**src/rtl/uart_rx_if.sv**
```systemverilog
// rtl/uart_rx_if.sv - serial input and parallel byte output bundle of uart_rx
interface uart_rx_if;
  logic       rx;
  logic [7:0] data;
  logic       valid;
  logic       frame_err;
  logic       busy;

  modport master (
    input  rx,
    output data,
    output valid,
    output frame_err,
    output busy
  );

  modport slave (
    output rx,
    input  data,
    input  valid,
    input  frame_err,
    input  busy
  );
endinterface

```
**src/rtl/uart_rx.sv**
```systemverilog
// rtl/uart_rx.sv - 8N1 LSB-first UART receiver with mid-bit sampling
module uart_rx #(
  parameter int BAUD = 9600,
  parameter int F    = 50000000
) (
  input  logic      clk,
  input  logic      rst,
  uart_rx_if.master bus
);
  localparam int DIV  = (F + BAUD / 2) / BAUD;
  localparam int HALF = DIV / 2;
  localparam int CW   = $clog2(DIV);
  localparam logic [CW-1:0] HALF_END = CW'(HALF - 1);
  localparam logic [CW-1:0] BIT_END  = CW'(DIV - 1);

  typedef enum logic [1:0] {IDLE, START, DATA, STOP} state_t;

  state_t        state;
  logic [1:0]    sync_q;
  logic          rx_s;
  logic          rx_d;
  logic [CW-1:0] cnt;
  logic [2:0]    idx;
  logic [7:0]    shift;
  logic [7:0]    data_q;
  logic          valid_q;
  logic          frame_err_q;
  logic          busy_q;

  assign rx_s          = sync_q[1];
  assign bus.data      = data_q;
  assign bus.valid     = valid_q;
  assign bus.frame_err = frame_err_q;
  assign bus.busy      = busy_q;

  always_ff @(posedge clk or posedge rst) begin
    if (rst) begin
      sync_q      <= 2'b11;
      rx_d        <= 1'b1;
      state       <= IDLE;
      cnt         <= '0;
      idx         <= '0;
      shift       <= '0;
      data_q      <= '0;
      valid_q     <= 1'b0;
      frame_err_q <= 1'b0;
      busy_q      <= 1'b0;
    end else begin
      sync_q      <= {sync_q[0], bus.rx};
      rx_d        <= rx_s;
      valid_q     <= 1'b0;
      frame_err_q <= 1'b0;
      case (state)
        IDLE: begin
          busy_q <= 1'b0;
          cnt    <= '0;
          // Edge, not level: a line stuck low after a break never restarts a frame
          if (!rx_s && rx_d) begin
            state  <= START;
            busy_q <= 1'b1;
          end
        end
        START: begin
          if (cnt == HALF_END) begin
            cnt <= '0;
            if (!rx_s) begin
              state <= DATA;
              idx   <= '0;
            end else begin
              state  <= IDLE;
              busy_q <= 1'b0;
            end
          end else begin
            cnt <= cnt + 1'b1;
          end
        end
        DATA: begin
          if (cnt == BIT_END) begin
            cnt   <= '0;
            shift <= {rx_s, shift[7:1]};
            idx   <= idx + 1'b1;
            if (idx == 3'd7) begin
              state <= STOP;
            end
          end else begin
            cnt <= cnt + 1'b1;
          end
        end
        STOP: begin
          if (cnt == BIT_END) begin
            cnt    <= '0;
            state  <= IDLE;
            busy_q <= 1'b0;
            // Returning here, mid stop bit, lets a start edge follow with no idle gap
            if (rx_s) begin
              data_q  <= shift;
              valid_q <= 1'b1;
            end else begin
              frame_err_q <= 1'b1;
            end
          end else begin
            cnt <= cnt + 1'b1;
          end
        end
        default: begin
          state  <= IDLE;
          busy_q <= 1'b0;
          cnt    <= '0;
        end
      endcase
    end
  end
endmodule

```
**src/flat_wrapper.sv**
```systemverilog
// flat-port wrapper written by rule: the top's interface ports become plain ports
module uart_rx_flat 
#(
  parameter int BAUD = 9600,
  parameter int F    = 50000000
)
  (clk, rst, bus_rx, bus_data, bus_valid, bus_frame_err, bus_busy);
  uart_rx_if bus_i ();
  input  logic clk;
  input  logic rst;
  input wire logic [$bits(bus_i.rx)-1:0] bus_rx;
  output wire logic [$bits(bus_i.data)-1:0] bus_data;
  output wire logic [$bits(bus_i.valid)-1:0] bus_valid;
  output wire logic [$bits(bus_i.frame_err)-1:0] bus_frame_err;
  output wire logic [$bits(bus_i.busy)-1:0] bus_busy;
  assign bus_i.rx = bus_rx;
  assign bus_data = bus_i.data;
  assign bus_valid = bus_i.valid;
  assign bus_frame_err = bus_i.frame_err;
  assign bus_busy = bus_i.busy;
  uart_rx #(.BAUD(BAUD), .F(F)) u_core (.clk(clk), .rst(rst), .bus(bus_i));
endmodule
```
**config.mk**
```make
export PLATFORM = sky130hd
export DESIGN_NAME = uart_rx_flat
export DESIGN_NICKNAME = d
export VERILOG_FILES = /design/src/rtl/uart_rx_if.sv /design/src/rtl/uart_rx.sv /design/src/flat_wrapper.sv
export SDC_FILE = /design/constraint.sdc
export NUM_CORES = 1
export LEC_CHECK = 0
export CAP_MARGIN = 40
export CORE_MARGIN = 3
export CORE_UTILIZATION = 51
export DETAILED_ROUTE_END_ITERATION = 7
export PLACE_DENSITY = 0.78
export REMOVE_ABC_BUFFERS = 1
export SETUP_SLACK_MARGIN = 0.05
export SLEW_MARGIN = 20
export SYNTH_ARGS = -nofsm -noshare
export SYNTH_HDL_FRONTEND = slang
export SYNTH_SLANG_ARGS = --single-unit
export TNS_END_PERCENT = 50
```
**constraint.sdc**
```tcl
create_clock -name clk -period 2.7 [get_ports clk]
set_input_delay 0.405 -clock clk [delete_from_list [all_inputs] [get_ports clk]]
set_output_delay 0.405 -clock clk [all_outputs]
set_load 0.005 [all_outputs]
```
# Yosys cells after proc, flatten, opt, wreduce, memory -nomap -nowiden
# Index checks and enable logic that the tools add are counted.
[classes]
n_shift = 0
eq_ne = 13
add_sub_neg = 2
div = 0
n_mux = 25
n_mul = 0
bitwise = 0
n_lt_le_gt_ge = 0
n_reduce_logical = 11
[ops]
columns = ["operator", "count"]
rows = [
  ["13-bit one-hot mux with 3 select lines", 1],
  ["13-bit two-way mux", 2],
  ["13-bit by 1-bit adder with 13-bit output, second input constant", 1],
  ["13-bit by 12-bit == test with 1-bit output, second input constant", 1],
  ["13-bit == test, second input constant", 1],
  ["2-bit two-way mux", 6],
  ["2-bit by 1-bit inequality test with 1-bit output, second input constant", 6],
  ["1-bit two-way mux", 10],
  ["3-bit two-way mux", 3],
  ["2-bit one-hot mux with 4 select lines", 1],
  ["4-bit AND reduction", 2],
  ["3-bit one-hot mux with 2 select lines", 1],
  ["5-bit AND reduction", 1],
  ["2-bit == test, second input constant", 2],
  ["3-bit by 1-bit adder with 3-bit output, second input constant", 1],
  ["3-bit == test, second input constant", 1],
  ["1-bit one-hot mux with 3 select lines", 1],
  ["3-bit AND reduction", 1],
  ["3-bit nonzero test", 1],
  ["2-bit by 1-bit == test with 1-bit output, second input constant", 1],
  ["2-bit logical NOT", 1],
  ["2-bit inequality test, second input constant", 1],
  ["2-bit AND reduction", 1],
  ["2-bit nonzero test", 1],
  ["3 further kinds", 3],
]
[totals]
ram_bits = 0
word_cells = 61
input_bits = 3
output_inout_bits = 11
n_memories = 0
latchBits = 0
reg_bits = 40
romBits = 0

# Longest topological paths before layout
# Gate-level depths: netlist of the first run.
[logic_depth]
ltp_word = 4
mapped_depth = 6
depth_no_buf = 5

# Worst setup path after synthesis of the first run
# OpenSTA, ideal clock, no wires.
[synth_path]
path_type = "reg2reg"
from = "register u_core.cnt[0]"
to = "register u_core.data_q[0], in the netlist u_core.bus.data[0]"
n_path_buf = 1
path_stages_with_launch = 7
setup_ns = 0.125
required_time_ns = 2.575
arrival_time_ns = 2.056
path_slack_ns = 0.519
synth_period_minus_slack_ns = 2.181
cell_sequence = "dfrtp_1 ha_1 or3b_4 nor4_4 and4_4 buf_12 mux2_4"
[synth_between]
elab_chain_len = 2
[synth_lines]
columns = ["element", "line", "source"]
rows = [
  ["from (decl)", "uart_rx.sv:22", "logic [CW-1:0] cnt;"],
  ["from (signal assigned)", "uart_rx.sv:74", "cnt <= cnt + 1'b1;"],
  ["from (signal assigned)", "uart_rx.sv:86", "cnt <= cnt + 1'b1;"],
  ["from (signal assigned)", "uart_rx.sv:102", "cnt <= cnt + 1'b1;"],
  ["13-bit == test", "uart_rx.sv:90", "if (cnt == BIT_END) begin"],
  ["3-bit AND reduction (no source line)", "n/a", ""],
  ["to (signal assigned)", "uart_rx.sv:96", "data_q <= shift;"],
  ["to (decl)", "uart_rx.sv:25", "logic [7:0] data_q;"],
]
# Every way passes these cells.
# A chain may end at the register's enable or synchronous reset.

# Final worst setup path of the first run
[layout_path]
from = "register u_core.cnt[0]"
to = "register u_core.data_q[5], in the netlist u_core.bus.data[5]"
# The elaborated chain is that of the path after synthesis.

==> results of run 1 <==
worst max path at each step:
stage,end,start,slack [ns]
finish,u_core.bus.data[5],u_core.cnt[0],0.38
global route,u_core.bus.data[5],u_core.cnt[0],0.29
CTS,u_core.bus.data[5],u_core.cnt[0],0.36
detailed placement,u_core.bus.data[7],u_core.cnt[0],0.38
global placement,u_core.bus.data[6],u_core.cnt[0],0.45
floorplan,u_core.shift[0],u_core.cnt[0],0.38
logic make-up (layout without fill, tap and decap cells):
kind of cell | after synthesis | in the layout | synth area share [%]
adders and majority gates | 3 | 3 | 2.06
DFF | 40 | 40 | 55.0
xor gates and xnor gates | 11 | 11 | 5.28
buffers and inverters | 13 | 32 | 3.84
and+or+nand+nor | 52 | 52 | 17.7
muxes | 17 | 17 | 12.1
AOI/OAI and AO/OA | 11 | 11 | 4.04
per-stage QoR:
stage | power (mW) | hold slack, ns | setup slack [ns]
6_report | 1.36 | 0.364 | 0.377
5_1_grt | 1.43 | 0.366 | 0.288
4_1_cts | 1.37 | 0.365 | 0.364
3_5_place_dp | 0.905 | 0.349 | 0.382
3_3_place_gp | 0.890 | 0.348 | 0.454
2_1_floorplan | 0.842 | 0.345 | 0.376
area by class of cell:
class                      instances  area share (%)
sequential                        40            48.0
inverter                          10            1.79
multi-input combinational         94            35.9
clock buffer                       5            1.79
tap                               46            2.75
clock inverter                     2            2.87
timing repair buffer              15            6.93
flip-flops by register name, summed over array words and instances, names as in the netlist, named ones only:
signal and cells:
u_core.cnt 13, u_core.sync_q 2, u_core.shift 8, u_core.bus.valid 1, u_core.rx_d 1, u_core.bus.frame_err 1, u_core.bus.busy 1, u_core.bus.data 8
u_core.idx 3, u_core.state 1
where the power goes:
group	switching (mW)	leakage (nW)	total [mW]	internal, mW
Clock	0.184	0.0513	0.467	0.283
Combinational	0.0960	0.357	0.181	0.0852
Sequential	0.0620	0.535	0.709	0.647
Total	0.342	0.943	1.36	1.02
layout by cell type (no fill, tap or decap), types with 2 or more instances in the layout:
| master | n |
|---|---|
| nor3_1 | 3 |
| nand3_1 | 5 |
| clkdlybuf4s50_1 | 13 |
| dfstp_2 | 3 |
| nand2b_1 | 2 |
| a21oi_1 | 2 |
| xnor2_1 | 9 |
| dfrtp_1 | 37 |
| nor2_1 | 16 |
| clkbuf_4 | 5 |
| nor4b_1 | 2 |
| nand2_1 | 8 |
| inv_1 | 10 |
| mux2_2 | 8 |
| o21ai_0 | 4 |
| nor4_1 | 3 |
| bufinv_16 | 2 |
| buf_4 | 2 |
| nor4_4 | 2 |
| ha_1 | 3 |
| xor2_1 | 2 |
| mux2_4 | 8 |
critical path, delay by kind of cell, from the launching register on:
kind                       cells  cell delay [ns]
DFF                            1             0.40
adders and majority gates      1             0.24
and+or+nand+nor                3             1.25
muxes                          1             0.32
per-layer routing:
metal  wire, µm  share of wire, %
met1       1470                46
met2       1630                51
met3         91               2.8
met4         21              0.65
met5          0                 0
==> results.yml, run 1 <==
status:
  outcome: "finished, final reports clean"
cells_and_area:
  regArea_um2: 1000
  multiInputGateArea_um2: 751
  instances_no_fill: 212
  area_delta_synth_final_pct: 14.7
  diodes: 0
  fillers: 260
  layout-drive-gt1-share_pct: 21.1
  final_nets: 172
  postLayoutCoreUtil_pct: 61.8
  stdcell_area_um2: 2090
global_routing:
  grt_pass1_vias: 1206
  grt-ovfl-total: 0
  met2_usage_pct: 28.3
  grt_max_degree: 41
  grtUsageTotal_pct: 17.4
  antenna_found_initial: 0
  grt_first_pass_wirelength_mm: 5.68
  use_met3_pct: 4.25
  grt_util_met1_pct: 22.6
  grt.busiest_layer: "met2"
placement:
  dp_cells: 205
  routabilityCongestion: 0.800
  placed_area_um2: 2000
  hpwl_mm: 2.29
  portBuffers: 13
logic_synthesis:
  synthCells: 147
  syn_area_um2: 1830
  ys_ff_latch: 40
  async_reset_ff_share_pct: 100
  synth_most_common_cell: "dfrtp_1"
  yosysTopAreaCell: "dfrtp_1"
  syn_avg_cell_area_um2: 12.4
  synth_area_leaders: "dfrtp_1 51%, mux2_4 6.6%, mux2_2 4.9%, dfstp_2 4.3%, xnor2_1 4.3%"
  synth_cell_types: 38
  ys_top_cells_by_count: "37 x dfrtp_1, 16 x nor2_1, 10 x inv_1"
  ys_seq_area_share_pct: 55.0
  synth_top_area_share_pct: 50.7
  synth_edf_count: 0
  synth_ff_type: "dfrtp_1"
  yosys_warnings: 0
floorplanning:
  initial_core_util_pct: 53.9
  die_area_um2: 4330
  ios: 14
  dieWidth_um: 65.8
  die-height_um: 65.8
  fp-row-count: 21
  core-area_um2: 3390
timing:
  hold_viol: 0
  min_period_ns: 2.32
  fin_worst_skew_ns: 0.00897
  period_share_pct: 86.0
  final.setup.tns_ns: 0
  rsz0062_at_grt: "false"
  setup_violations: 0
  tightest_slew_ns: 0.489
  slew_headroom_pct: 67.4
  fmax_ghz: 0.430
  drv_slew: 0
critical_path:
  worstSetupEndpointType: "flip-flop"
  max_stage_delay_ns: 0.44
  timing.rr.end: "u_core.bus.data[5]"
  r2r-start: "u_core.cnt[0]"
  crit_fanout: 9
  path_cells: "ha_1 -> or3b_4 -> nor4_4 -> and4_4 -> mux2_4"
  r2r_setup_slack_ns: 0.38
  rr_worst_depth: 5
  cp-start-kind: "flip-flop"
  path_class: "reg2reg"
  critPathArrivalTime_ns: 2.54
  slowest_stage: "or3b_4"
  cp_data_required_time_ns: 2.92
clock_network:
  ctsHtreeMaxLevel: 2
  clk_pin_slew_worst_paths_ns: 0.11
  clk_latency_ns: 0.33
  cts_setup_buffers: 0
  cts-root-buf: "clkbuf_4"
  cts_made_buffers: 5
  numClockSinks: 40
  cts_tree: "done"
  clk_path_buf_depth: 2
  postCtsResizedCells: 0
  hold_buffers: 0
power_and_ir_drop:
  ir_worst_vdd_uv: 459
  p_leak_nw: 0.943
  pwr_density_cell_nw_per_um2: 649
hold_path:
  min_from: "u_core.sync_q[0]"
  min_path_type: "reg2reg"
  min_to: "u_core.sync_q[1]"
  holdPathStages: 0
routing:
  dr.pass1.iters: 4
  wl_per_cell_um: 15.1
  via_per_inst: 5.33
  ant_nets: 0
  vias: 1130
  drc: 0
  first_iter_violations: 87
  wl_mm: 3.21
flow_run:
  maxCapViolations: 0
Note: power is estimated with default switching activity, not from simulation.
==> run 2: changes to the inputs <==
==> constraint.sdc (replaced) <==
create_clock -name clk -period 2.7 [get_ports clk]
set_input_delay 0.405 -clock clk [delete_from_list [all_inputs] [get_ports clk]]
set_output_delay 0.405 -clock clk [all_outputs]
set_load 0.1 [all_outputs]
==> run 2 against run 1 <==
  * Routed wire length decreased by 3.5%
  * Final cell count up 0.47%
  * Power is 0.30% lower
  * Count of clock-buffer cells in the layout increased by 1
  * Maximum frequency increased by 1.7%
  * Die area did not move
  * First-iteration DRC count down 52%
  * Sequential share of layout area increased by 0.82 points
  * Largest power group unchanged
  * Sequential power about the same
  * Via count decreased by 0.18%
  * Highest routed layer unchanged
==> results.yml, run 2 (synthesis results as in run 1) <==
cells_and_area:
  postLayoutCoreUtil_pct: 60.7
  largest_register: "u_core.cnt"
  regArea_um2: 1000
  fillers: 274
  layout_commonest_cell: "dfrtp_1"
  diodes: 0
  final_nets: 172
  multiInputGateArea_um2: 751
  layout-drive-gt1-share_pct: 28.1
  area_delta_synth_final_pct: 12.7
  final_cell_mix: "37 x dfrtp_1, 16 x nor2_1, 13 x buf_4"
  largest_reg_flops: 13
timing:
  final.setup.tns_ns: 0
  min_period_ns: 2.28
  hold_viol: 0
  slew_headroom_pct: 66.9
  drv_slew: 0
  hold-worst-slack_ns: 0.364
  period_share_pct: 84.6
  rsz0062_at_grt: "false"
  tightest_slew_ns: 0.496
  setup_violations: 0
  fin_worst_skew_ns: 0.0119
  fmax_ghz: 0.438
clock_network:
  cts_setup_buffers: 0
  cts_tree: "done"
  hold_buffers: 0
  numClockSinks: 40
  clk_latency_ns: 0.35
  cts_made_buffers: 5
  clk_pin_slew_worst_paths_ns: 0.12
  cts-root-buf: "clkbuf_4"
  ctsHtreeMaxLevel: 2
  postCtsResizedCells: 0
  clk_path_buf_depth: 2
placement:
  portBuffers: 13
  routabilityCongestion: 0.785
  hpwl_mm: 2.24
critical_path:
  path_cells: "ha_1 -> or3b_4 -> nor4_4 -> and4_4 -> mux2_4"
  slowest_stage: "or3b_4"
  cp-start-kind: "flip-flop"
  crit_fanout: 9
  max_stage_delay_ns: 0.44
  cpLargestDelayFamily: "simple AND/OR/NAND/NOR gates"
  path_class: "reg2reg"
  crit_buf_inv: 0
  cp_data_required_time_ns: 2.94
  critPathArrivalTime_ns: 2.53
  worstSetupEndpointType: "flip-flop"
routing:
  wl_per_cell_um: 14.5
  via_per_inst: 5.30
  ant_nets: 0
  dr.pass1.iters: 4
  drc: 0
  first_iter_violations: 42
  wl_mm: 3.10
  vias: 1128
floorplanning:
  ios: 14
  core-area_um2: 3390
  die-height_um: 65.8
  fp-row-count: 21
  dieWidth_um: 65.8
  initial_core_util_pct: 53.9
  die_area_um2: 4330
global_routing:
  grtUsageTotal_pct: 16.2
  antenna_found_initial: 0
  grt-ovfl-total: 0
  grt_pass1_vias: 1105
  grt_max_degree: 41
  grt_first_pass_wirelength_mm: 5.22
hold_path:
  min_path_type: "reg2reg"
power_and_ir_drop:
  ir_worst_vdd_uv: 698
  p_leak_nw: 0.962
  pwr_density_cell_nw_per_um2: 658
status:
  outcome: "finished, final reports clean"
flow_run:
  maxCapViolations: 0
## run 2: cell count changes in the layout (fill, tap and decap cells not counted)
cell / delta
buf_4: +11
bufinv_16: -1
clkinv_4: +1
clkbuf_8: +1
clkdlybuf4s50_1: -11
## run 2: report_power, final
group	internal, mW	total [mW]	switching [mW]
combinational	0.0826	0.231	0.149
clock	0.222	0.415	0.193
sequential	0.648	0.707	0.0595
## run 2: path summary, 6_finish.rpt
check | startpoint | end | slack, ns | cells past startpoint
min reg2reg | u_core.sync_q[0] | u_core.sync_q[1] | 0.36 | 0
max in group asynchronous | rst | u_core.sync_q[1] | 1.86 | 3
max reg2reg | u_core.cnt[0] | u_core.bus.data[5] | 0.42 | 5
min in group asynchronous | rst | u_core.bus.valid | 0.47 | 3
max | u_core.cnt[0] | u_core.bus.data[5] | 0.42 | 5
min | u_core.sync_q[0] | u_core.sync_q[1] | 0.36 | 0
## run 2: area by class of cell
class / count / area share [%]
clock buffer: 6 / 2.49
timing repair buffer: 15 / 5.71
sequential: 40 / 48.8
inverter: 10 / 1.82
tap: 46 / 2.80
clock inverter: 2 / 1.88
multi-input combinational: 94 / 36.5
## run 2: layer usage
metal	track usage, %	wire length, µm	vias up
met5	0	0	-
met1	20.4	1390	556
met4	4.66	35	0
met2	26.7	1550	19
li1	-	-	548
met3	5.10	117	5
## run 2: metrics by stage
stage / std cells / power, mW / setup WS (ns) / cell area [µm²]
after floorplan: 144 / 0.895 / 0.376 / 1790
after global placement: 205 / 0.942 / 0.453 / 1970
after detailed placement: 205 / 0.953 / 0.395 / 1970
after CTS: 213 / 1.37 / 0.387 / 2060
after global routing: 213 / 1.42 / 0.301 / 2060
final: 213 / 1.35 / 0.416 / 2060
